[src/rtl/alu_pkg.sv]
// Shared definitions for the ALU issue/writeback stage.
//   - data/register geometry (DW, NREG, RAW)
//   - opcode encodings OP_NOP..OP_CMP
//   - issue FSM state enum {IDLE, ISSUE, WB}
//   - instruction field bit positions and ALU status bit indices
//   - helpers deciding which architectural state an opcode commits
package alu_pkg;

    localparam int DW   = 16;
    localparam int NREG = 8;
    localparam int RAW  = 3;

    localparam logic [2:0] OP_NOP  = 3'b000;
    localparam logic [2:0] OP_ADD  = 3'b001;
    localparam logic [2:0] OP_SUB  = 3'b010;
    localparam logic [2:0] OP_AND  = 3'b011;
    localparam logic [2:0] OP_MOVB = 3'b100;
    localparam logic [2:0] OP_SHL  = 3'b101;
    localparam logic [2:0] OP_MUL  = 3'b110;
    localparam logic [2:0] OP_CMP  = 3'b111;

    typedef enum logic [1:0] {
        IDLE  = 2'd0,
        ISSUE = 2'd1,
        WB    = 2'd2
    } state_t;

    // Instruction layout: [15:13] op, [12:10] rd, [9:7] rs, [6:4] rt, [3:0] unused
    localparam int OP_MSB = 15;
    localparam int OP_LSB = 13;
    localparam int RD_MSB = 12;
    localparam int RD_LSB = 10;
    localparam int RS_MSB = 9;
    localparam int RS_LSB = 7;
    localparam int RT_MSB = 6;
    localparam int RT_LSB = 4;

    // ALU status word flag positions
    localparam int ST_Z = 15;
    localparam int ST_N = 14;
    localparam int ST_C = 13;
    localparam int ST_V = 12;

    function automatic logic op_writes_rd(input logic [2:0] op);
        return (op == OP_ADD) || (op == OP_SUB) || (op == OP_AND) ||
               (op == OP_MOVB) || (op == OP_SHL);
    endfunction

    function automatic logic op_writes_status(input logic [2:0] op);
        return (op == OP_ADD) || (op == OP_SUB) || (op == OP_CMP);
    endfunction

endpackage

[src/rtl/alu_issue_unit_if.sv]
// Instruction handshake plus ALU operand/result bus of the issue unit.
//   instr_valid/instr/instr_ready : instruction handshake (producer -> unit)
//   alu_a/alu_b/alu_op            : registered operands/opcode (unit -> ALU)
//   alu_result/alu_hi/alu_low/alu_status : ALU outputs (ALU -> unit)
// Modports: slave = issue unit side, master = producer/ALU side.
interface alu_issue_unit_if;
    import alu_pkg::*;

    logic          instr_valid;
    logic [15:0]   instr;
    logic          instr_ready;
    logic [DW-1:0] alu_a;
    logic [DW-1:0] alu_b;
    logic [2:0]    alu_op;
    logic [DW-1:0] alu_result;
    logic [DW-1:0] alu_hi;
    logic [DW-1:0] alu_low;
    logic [DW-1:0] alu_status;

    modport slave (
        input  instr_valid, instr, alu_result, alu_hi, alu_low, alu_status,
        output instr_ready, alu_a, alu_b, alu_op
    );

    modport master (
        output instr_valid, instr, alu_result, alu_hi, alu_low, alu_status,
        input  instr_ready, alu_a, alu_b, alu_op
    );

endinterface

[src/rtl/regfile_8x16.sv]
// 8 x 16 register file: two asynchronous read ports, one synchronous write
// port, r0 hardwired to zero, asynchronous active-low clear of all entries.
//   clk, rst_n       : clock, async active-low clear
//   ra0_i/rd0_o      : read port 0
//   ra1_i/rd1_o      : read port 1
//   we_i/wa_i/wd_i   : write port (writes to r0 dropped)
//   ra2_i/rd2_o      : extra read port, only with ALU_ISSUE_DBG_EN defined
module regfile_8x16
    import alu_pkg::*;
(
    input  logic           clk,
    input  logic           rst_n,
    input  logic [RAW-1:0] ra0_i,
    output logic [DW-1:0]  rd0_o,
    input  logic [RAW-1:0] ra1_i,
    output logic [DW-1:0]  rd1_o,
    input  logic           we_i,
    input  logic [RAW-1:0] wa_i,
    input  logic [DW-1:0]  wd_i
`ifdef ALU_ISSUE_DBG_EN
    ,
    input  logic [RAW-1:0] ra2_i,
    output logic [DW-1:0]  rd2_o
`endif
);

    logic [DW-1:0] mem_q [NREG];

    always_ff @(posedge clk or negedge rst_n) begin
        if (!rst_n) begin
            for (int i = 0; i < NREG; i++) begin
                mem_q[i] <= '0;
            end
        end else if (we_i && (wa_i != '0)) begin
            mem_q[wa_i] <= wd_i;
        end
    end

    // Address 0 is forced to zero on the read side as well, so r0 stays zero
    // regardless of what the storage holds.
    assign rd0_o = (ra0_i == '0) ? '0 : mem_q[ra0_i];
    assign rd1_o = (ra1_i == '0) ? '0 : mem_q[ra1_i];
`ifdef ALU_ISSUE_DBG_EN
    assign rd2_o = (ra2_i == '0) ? '0 : mem_q[ra2_i];
`endif

endmodule

[src/rtl/alu_issue_unit.sv]
// Issue/writeback stage around a 16-bit ALU. One instruction in flight,
// fixed 3-cycle occupancy: IDLE (accept, read operands) -> ISSUE (ALU
// settles) -> WB (commit result/HI/LO/STATUS, pulse done).
//   clk, rst_n : clock, asynchronous active-low reset
//   bus        : alu_issue_unit_if.slave (instruction handshake + ALU bus)
//   hi_q, lo_q : architectural HI/LO (written by MUL)
//   status_q   : architectural {Z,N,C,V} (written by ADD/SUB/CMP)
//   done       : one-cycle pulse while in WB
// Optional feature macro ALU_ISSUE_DBG_EN adds dbg_addr (in) / dbg_data (out),
// a side-effect-free combinational read of the register file.
module alu_issue_unit
    import alu_pkg::*;
(
    input  logic           clk,
    input  logic           rst_n,
    alu_issue_unit_if.slave bus,
    output logic [DW-1:0]  hi_q,
    output logic [DW-1:0]  lo_q,
    output logic [3:0]     status_q,
    output logic           done
`ifdef ALU_ISSUE_DBG_EN
    ,
    input  logic [RAW-1:0] dbg_addr,
    output logic [DW-1:0]  dbg_data
`endif
);

    state_t         state_q, state_d;
    logic [DW-1:0]  alu_a_q, alu_a_d;
    logic [DW-1:0]  alu_b_q, alu_b_d;
    logic [2:0]     alu_op_q, alu_op_d;
    logic [RAW-1:0] rd_q, rd_d;
    logic [DW-1:0]  hi_d, lo_d;
    logic [3:0]     status_d;
    logic           instr_ready;
    logic           rf_we;
    logic [DW-1:0]  rs_data, rt_data;

    // Operands are read straight from the incoming instruction so they can be
    // captured in the same cycle the instruction is accepted.
    regfile_8x16 u_regfile (
        .clk   (clk),
        .rst_n (rst_n),
        .ra0_i (bus.instr[RS_MSB:RS_LSB]),
        .rd0_o (rs_data),
        .ra1_i (bus.instr[RT_MSB:RT_LSB]),
        .rd1_o (rt_data),
        .we_i  (rf_we),
        .wa_i  (rd_q),
        .wd_i  (bus.alu_result)
`ifdef ALU_ISSUE_DBG_EN
        ,
        .ra2_i (dbg_addr),
        .rd2_o (dbg_data)
`endif
    );

    always_comb begin
        state_d     = state_q;
        alu_a_d     = alu_a_q;
        alu_b_d     = alu_b_q;
        alu_op_d    = alu_op_q;
        rd_d        = rd_q;
        hi_d        = hi_q;
        lo_d        = lo_q;
        status_d    = status_q;
        instr_ready = 1'b0;
        rf_we       = 1'b0;
        done        = 1'b0;
        case (state_q)
            IDLE: begin
                instr_ready = 1'b1;
                if (bus.instr_valid) begin
                    state_d  = ISSUE;
                    alu_a_d  = rs_data;
                    alu_b_d  = rt_data;
                    alu_op_d = bus.instr[OP_MSB:OP_LSB];
                    rd_d     = bus.instr[RD_MSB:RD_LSB];
                end
            end
            ISSUE: begin
                state_d = WB;
            end
            WB: begin
                state_d = IDLE;
                done    = 1'b1;
                rf_we   = op_writes_rd(alu_op_q);
                if (op_writes_status(alu_op_q)) begin
                    status_d = bus.alu_status[ST_Z:ST_V];
                end
                if (alu_op_q == OP_MUL) begin
                    hi_d = bus.alu_hi;
                    lo_d = bus.alu_low;
                end
            end
            default: begin
                state_d = IDLE;
            end
        endcase
    end

    always_ff @(posedge clk or negedge rst_n) begin
        if (!rst_n) begin
            state_q  <= IDLE;
            alu_a_q  <= '0;
            alu_b_q  <= '0;
            alu_op_q <= OP_NOP;
            rd_q     <= '0;
            hi_q     <= '0;
            lo_q     <= '0;
            status_q <= '0;
        end else begin
            state_q  <= state_d;
            alu_a_q  <= alu_a_d;
            alu_b_q  <= alu_b_d;
            alu_op_q <= alu_op_d;
            rd_q     <= rd_d;
            hi_q     <= hi_d;
            lo_q     <= lo_d;
            status_q <= status_d;
        end
    end

    assign bus.instr_ready = instr_ready;
    assign bus.alu_a       = alu_a_q;
    assign bus.alu_b       = alu_b_q;
    assign bus.alu_op      = alu_op_q;

    // Instruction padding bits and the ALU's low status bits carry no meaning here.
    logic unused_bits;
    assign unused_bits = &{1'b0, bus.instr[3:0], bus.alu_status[11:0]};

endmodule
[src/flat_wrapper.sv]
// flat-port wrapper written by rule: the top's interface ports become plain ports
module alu_issue_unit_flat import alu_pkg::*;
  (clk, rst_n, hi_q, lo_q, status_q, done, bus_instr_valid, bus_instr, bus_alu_result, bus_alu_hi, bus_alu_low, bus_alu_status, bus_instr_ready, bus_alu_a, bus_alu_b, bus_alu_op);
  alu_issue_unit_if bus_i ();
  input  logic clk;
  input  logic rst_n;
  output logic [DW-1:0] hi_q;
  output logic [DW-1:0] lo_q;
  output logic [3:0] status_q;
  output logic done;
  input wire logic [$bits(bus_i.instr_valid)-1:0] bus_instr_valid;
  input wire logic [$bits(bus_i.instr)-1:0] bus_instr;
  input wire logic [$bits(bus_i.alu_result)-1:0] bus_alu_result;
  input wire logic [$bits(bus_i.alu_hi)-1:0] bus_alu_hi;
  input wire logic [$bits(bus_i.alu_low)-1:0] bus_alu_low;
  input wire logic [$bits(bus_i.alu_status)-1:0] bus_alu_status;
  output wire logic [$bits(bus_i.instr_ready)-1:0] bus_instr_ready;
  output wire logic [$bits(bus_i.alu_a)-1:0] bus_alu_a;
  output wire logic [$bits(bus_i.alu_b)-1:0] bus_alu_b;
  output wire logic [$bits(bus_i.alu_op)-1:0] bus_alu_op;
  assign bus_i.instr_valid = bus_instr_valid;
  assign bus_i.instr = bus_instr;
  assign bus_i.alu_result = bus_alu_result;
  assign bus_i.alu_hi = bus_alu_hi;
  assign bus_i.alu_low = bus_alu_low;
  assign bus_i.alu_status = bus_alu_status;
  assign bus_instr_ready = bus_i.instr_ready;
  assign bus_alu_a = bus_i.alu_a;
  assign bus_alu_b = bus_i.alu_b;
  assign bus_alu_op = bus_i.alu_op;
  alu_issue_unit u_core (.clk(clk), .rst_n(rst_n), .bus(bus_i), .hi_q(hi_q), .lo_q(lo_q), .status_q(status_q), .done(done));
endmodule
[config.mk]
export PLATFORM = sky130hd
export DESIGN_NAME = alu_issue_unit_flat
export DESIGN_NICKNAME = d
export VERILOG_FILES = /design/src/rtl/alu_pkg.sv /design/src/rtl/alu_issue_unit_if.sv /design/src/rtl/regfile_8x16.sv /design/src/rtl/alu_issue_unit.sv /design/src/flat_wrapper.sv
export SDC_FILE = /design/constraint.sdc
export NUM_CORES = 1
export LEC_CHECK = 0
export BUFFER_PORTS_ARGS = -buffer_cell sky130_fd_sc_hd__buf_4
export CAP_MARGIN = 25
export CORE_UTILIZATION = 50
export DETAILED_ROUTE_END_ITERATION = 12
export PLACE_DENSITY = 0.75
export SYNTH_ARGS = -nofsm -noshare
export SYNTH_HDL_FRONTEND = slang
export SYNTH_SLANG_ARGS = --single-unit
[constraint.sdc]
create_clock -name clk -period 2 [get_ports clk]
set_input_delay 0.1 -clock clk [delete_from_list [all_inputs] [get_ports clk]]
set_output_delay 0.1 -clock clk [all_outputs]
set_load 0.01 [all_outputs]
==> results.cfg, run 1 <==
[setup_path]
reg2regPathDepth = 6
cp-startpoint = u_core.state_q[0]$_DFFE_PN0P_
worstPathRequired_ns = 2.31
crit_type = reg -> reg
end_kind = register
cp-start-kind = register
critPathArrivalTime_ns = 2.16
r2r_start = u_core.state_q[0]$_DFFE_PN0P_
regToRegSetupSlack_ns = 0.16
path_max_fanout = 16

[detailed_routing]
vias_per_cell = 5.94
dr.pass1.iters = 4
drt_iter0_drc = 399
wl_met1_mm = 9.90
num_vias = 6548
dr_wl_met3_mm = 1.44
highest_layer = met4
wl_mm = 23.3
wl_per_cell_um = 21.1
drcViolationCount = 0
ant_nets = 0
routed-wl-met2_mm = 11.4

[yosys]
synth_fp_nets = 742
synth_cells = 659
synth_top_family_by_area = multiplexers
yosys.area_share.adder_pct = 0
yosysUniqueCellTypes = 39
synth-seq-cells = 188
synthMuxAreaShare_pct = 30.7
synth.avg_cell_area_sq_um = 13.4
synthesis.area_sq_um = 8820
synth_warnings = 0
yosys.area_share.simple_pct = 4.31
synthXorXnorAreaFrac_pct = 0.0993
synth_compound_area_share_pct = 8.87
seq_area_frac_synth_pct = 53.3

[place]
dp_cells = 1011
dp_hpwl_mm = 14.5
place_congestion = 0.807
port_buffers = 139

[timing]
maxSlewHeadroom_pct = 69.1
worstMarginPinSlew_ns = 0.464
skew_ns = 0.00711
finalSetupViolCount = 0
min_period_ns = 1.84
period_share_pct = 92.2
fmax_ghz = 0.542
setup_tns_ns = 0
finalHoldViolCount = 0
maxSlewViolCount = 0
rsz0062_at_grt = false

[layout]
drive_gt1_share_pct = 46.1
area_delta_synth_final_pct = 30.6
fillers = 1224
finalNonFillerCells = 1102
nets = 947
diodes = 0

[floorplanning]
start_util_pct = 51.2
row_count = 48
die_x_um = 135
fp.dieH_um = 135
die_area_sq_um = 18200
ios = 156
core_area_sq_um = 17200

[clocking]
h-tree-depth = 4
cts_made_buffers = 17
clk_pin_slew_ns = 0.07
clkLatencyLatePin_ns = 0.43
cts_tree = built
cts-root-buf = clkbuf_16
clock_path_buffers = 2
cts_setup_buffers = 0
clock_sinks = 188

[power_and_ir_drop]
vdd_ir_drop_max_uv = 726
p_sw_share_pct = 30.8
power_frac_seq_pct = 45.7
intPower_mw = 10.0
clkPwrFrac_pct = 22.4
p_per_area_nw_per_um2 = 1260
netSwitchingPower_mw = 4.47
p_comb_share_pct = 31.9
finalPower_mw = 14.5
p_leak_nw = 5.38

[global_route]
grt_antenna_before_repair = 0
grt_max_degree = 64
track_usage_pct = 26.8
grt_pass1_vias = 6919
grt_pass1_wl_mm = 36.9
overflow = 0

[outcome]
status = finished clean

[worst_hold_path]
hp-class = in -> reg
hold_depth = 4
worstHoldStart = bus_instr_valid

[job]
cap_violations = 0
## kinds of logic (layout without fill, tap and decap cells)
logic type	count (synthesis)	count (layout)
buffers and inverters	50	268
AO/OA/AOI/OAI	100	100
multiplexers	246	246
flip-flops	188	188
AND/OR/NAND/NOR	74	74
XOR/XNOR	1	1
## final cells by class
cell class	instances	area, sq um	area share [%]
sequential	188	4700	40.8
clock buffer	19	453	3.93
multi-input combinational	421	3890	33.7
clock inverter	13	118	1.02
inverter	3	11.3	0.0978
tap	225	282	2.44
timing repair buffer	233	2060	17.9
## registers in the layout (all words and copies together) (netlist names)
name                    flops
u_core.lo_q                16
u_core.bus.alu_b           16
u_core.status_q             4
u_core.hi_q                16
u_core.state_q              2
u_core.u_regfile.mem_q    112
u_core.rd_q                 3
u_core.bus.alu_op           3
u_core.bus.alu_a           16
## placed cells by master (no fill, tap or decap), types with 7 or more instances in the layout
master,synthesis,layout
a211oi_1,7,7
a21oi_1,9,9
a221oi_1,8,8
a22oi_1,14,14
buf_12,0,13
buf_4,3,160
clkbuf_16,0,17
dfrtp_1,188,188
dlygate4sd3_1,0,59
mux2_2,188,188
mux2i_1,57,57
nand2_1,37,37
nor2_1,18,18
o221ai_1,21,21
o22a_1,21,21
o22ai_1,9,9
o31ai_1,9,9
## synthesized netlist by cell type, drive strengths merged
cell / count / area (sq um)
dfrtp: 188 / 4700
mux2: 188 / 2120
mux2i: 57 / 571
nand2: 37 / 139
clkbuf: 25 / 95.1
buf: 22 / 129
o221ai: 21 / 184
o22a: 21 / 184
nor2: 19 / 73.8
a22oi: 14 / 105
a21oi: 9 / 45.0
o22ai: 9 / 56.3
o31ai: 9 / 67.6
a221oi: 8 / 70.1
a211oi: 7 / 52.6
nand3b: 3 / 30.0
nor2b: 3 / 18.8
nor3b: 3 / 32.5
inv: 2 / 7.51
nand2b: 2 / 20.0
nor3: 2 / 10.0
a311oi: 1 / 8.76
and3: 1 / 6.26
clkinv: 1 / 3.75
mux4: 1 / 22.5
nand3: 1 / 5.00
nand4b: 1 / 23.8
nor4b: 1 / 15.0
o2111ai: 1 / 8.76
or3: 1 / 6.26
xnor2: 1 / 8.76
## worst max-delay path, stage by stage, from the launching register on
cell,delay (ns)
dfrtp_1,0.39
nand2b_4,0.17
inv_1,0.13
nand4b_4,0.16
nor3b_2,0.30
buf_12,0.21
mux2_2,0.36
## power groups by stage
stage                     Combinational [mW]  Clock, mW  Sequential, mW
after floorplan                         2.66          0            6.58
after global placement                  4.33          0            6.46
after detailed placement                4.52          0            6.65
after CTS                               4.64       3.29            6.58
after global routing                    5.01       3.44            6.83
final                                   4.62       3.25            6.63
## layer usage
metal  vias up  global-route usage, %
li1       2878                      -
met1      3381                   34.1
met2       252                   45.5
met3        37                   4.47
met4         0                   10.9
met5         -                      0
## worst paths after layout
check / to
max: u_core.u_regfile.mem_q[40]$_DFFE_PN0P_
min: u_core.state_q[0]$_DFFE_PN0P_
max reg2reg: u_core.u_regfile.mem_q[40]$_DFFE_PN0P_
min reg2reg: u_core.bus.alu_a[6]$_DFFE_PN0P_
max in group asynchronous: u_core.u_regfile.mem_q[32]$_DFFE_PN0P_
min in group asynchronous: u_core.hi_q[9]$_DFFE_PN0P_
## metrics by stage
stage | hold slack (ns) | util [%] | setup slack (ns) | cell area, sq um
6_report | 0.117 | 66.8 | 0.155 | 11500
2_1_floorplan | -0.196 | - | 0.0874 | 8820
4_1_cts | 0.115 | 66.8 | 0.161 | 11500
3_3_place_gp | 0.0440 | 60.1 | 0.231 | 10400
3_5_place_dp | 0.0545 | 60.1 | 0.183 | 10400
5_1_grt | 0.153 | 66.8 | 0.0597 | 11500
## repair_timing
action                                 in CTS  in global routing
endpoints found under the hold margin     196                  0
gates resized for setup                     0                  0
hold buffers                               59                  0
No activity file was read; power rests on OpenSTA's default activity.
==> run 2: changes to the inputs <==
Settings changed: CORE_UTILIZATION 50 to 56, PLACE_DENSITY 0.75 to 0.8.
Clock period 2 ns to 1.91 ns, I/O delays scaled along.
==> run 2 against run 1 <==
Net effect:
- clock power is 11% higher
- maximum frequency down 0.20%
- core utilization rose by 8.4 points
- sequential share of layout area hardly changed
- combinational power rose by 6.3%
- largest cell class unchanged
==> results.cfg, run 2 (synthesis gave the netlist of run 1 again) <==
[layout]
drive_gt1_share_pct = 45.8
layout_common_cells = mux2_2 (188), dfrtp_1 (188), buf_4 (163), dlygate4sd3_1 (59), mux2i_1 (57)
largest_register = u_core.u_regfile.mem_q
nets = 947
largest_reg_flops = 112
fillers = 914
diodes = 0
area_delta_synth_final_pct = 30.5

[setup_path]
path_delay_family = simple AND/OR/NAND/NOR gates
critPathArrivalTime_ns = 2.16
cpPeakStageDelay_ns = 0.45
worstPathRequired_ns = 2.22
path_cells = nand2_1 -> nor4b_4 -> buf_4 -> nand3b_2 -> buf_4 -> mux2_2
crit_type = reg -> reg
path_max_fanout = 10
path_common_cell = buf_4
crit_buf_inv = 2
slowest_stage = dfrtp_1
cp-start-kind = register
end_kind = register

[global_route]
grt_pass1_wl_mm = 36.9
track_usage_pct = 30.0
grt_max_degree = 70
grt_antenna_before_repair = 0
overflow = 0
grt_pass1_vias = 6954

[detailed_routing]
wl_per_cell_um = 21.4
dr.pass1.iters = 5
drcViolationCount = 0
num_vias = 6491
wl_mm = 23.2
ant_nets = 0
drt_iter0_drc = 308
vias_per_cell = 5.97

[clocking]
cts_made_buffers = 17
clock_sinks = 188
cts-root-buf = clkbuf_16
clock_path_buffers = 2
clk_pin_slew_ns = 0.07
clkLatencyLatePin_ns = 0.43
h-tree-depth = 4
cts_tree = built

[floorplanning]
core_area_sq_um = 15300
die_area_sq_um = 16300
row_count = 45
die_x_um = 128
fp.dieH_um = 128
start_util_pct = 57.6
ios = 156

[timing]
finalSetupViolCount = 0
finalHoldViolCount = 0
fmax_ghz = 0.541
period_share_pct = 96.8
timing.hold.ws_ns = 0.112
maxSlewHeadroom_pct = 61.5
setup_tns_ns = 0
skew_ns = 0.00791
min_period_ns = 1.85
worstMarginPinSlew_ns = 0.578
maxSlewViolCount = 0

[place]
dp_hpwl_mm = 13.8
place_congestion = 0.797
port_buffers = 139

[job]
cap_violations = 0

[worst_hold_path]
hp-class = in -> async

[outcome]
status = finished clean

[power_and_ir_drop]
vdd_ir_drop_max_uv = 795
finalPower_mw = 15.5
p_per_area_nw_per_um2 = 1350
p_leak_nw = 5.39
## run 2: cell count changes in the layout (fill, tap and decap cells not counted), sizes merged
cell | previous run | this run
clkinv | 9 | 4
clkbuf | 19 | 22
bufinv | 1 | 3
## run 2: layout make-up
| cell class | instances | area (sq um) | area share [%] |
|---|---|---|---|
| Timing Repair Buffer | 233 | 2030 | 17.6 |
| Tap cell | 211 | 264 | 2.29 |
| Inverter | 3 | 11.3 | 0.0978 |
| Clock buffer | 22 | 464 | 4.03 |
| Sequential cell | 188 | 4700 | 40.9 |
| Clock inverter | 10 | 138 | 1.20 |
| Multi-Input combinational cell | 421 | 3910 | 33.9 |
## run 2: worst paths after layout
kind,start,endpoint,slack [ns],depth (start not counted)
worst max-delay path,u_core.bus.alu_op[1]$_DFFE_PN0P_,u_core.u_regfile.mem_q[56]$_DFFE_PN0P_,0.06,6
worst min-delay path,rst_n,u_core.lo_q[9]$_DFFE_PN0P_,0.11,2
worst max register to register,u_core.bus.alu_op[1]$_DFFE_PN0P_,u_core.u_regfile.mem_q[56]$_DFFE_PN0P_,0.06,6
worst min register to register,u_core.bus.alu_a[8]$_DFFE_PN0P_,u_core.bus.alu_a[8]$_DFFE_PN0P_,0.49,2
max in group asynchronous,rst_n,u_core.hi_q[7]$_DFFE_PN0P_,1.10,3
min in group clk,bus_instr_valid,u_core.state_q[0]$_DFFE_PN0P_,0.13,4
## run 2: what timing repair did
item | 4_1_cts | 5_1_grt
hold buffers | 59 | 0
endpoints found under the hold margin | 342 | 0
endpoints found under the setup margin | 0 | 42
setup buffers | 0 | 1
gates resized for setup | 0 | 3
## run 2: per-layer routing
layer | track usage [%] | part of all wire, %
met1 | 37.6 | 43
met2 | 50.3 | 48
met3 | 7.45 | 6.3
met4 | 11.7 | 3.0
met5 | 0 | 0
## run 2: metrics by stage
stage / cells / worst slack, ns / cell area, sq um / utilization [%]
after floorplan: 659 / -0.00263 / 8820 / -
after global placement: 996 / 0.0677 / 10300 / 67.2
after detailed placement: 996 / 0.0231 / 10300 / 67.2
after CTS: 1087 / 0.00150 / 11500 / 75.0
after global routing: 1088 / -0.0132 / 11500 / 75.2
final: 1088 / 0.0616 / 11500 / 75.2
## run 2: report_power, final
part           switching (mW)  leakage, nW  internal [mW]  total [mW]
clock                    1.48        0.291           2.13        3.61
sequential               1.28         2.36           5.71        6.98
combinational            1.96         2.74           2.95        4.91
## run 2: worst register-to-register path, delay by kind of cell (launching register included)
family / cells / cell delay, ns
buffers and inverters: 2 / 0.39
multiplexers: 1 / 0.29
flip-flops: 1 / 0.45
AND/OR/NAND/NOR: 3 / 0.60
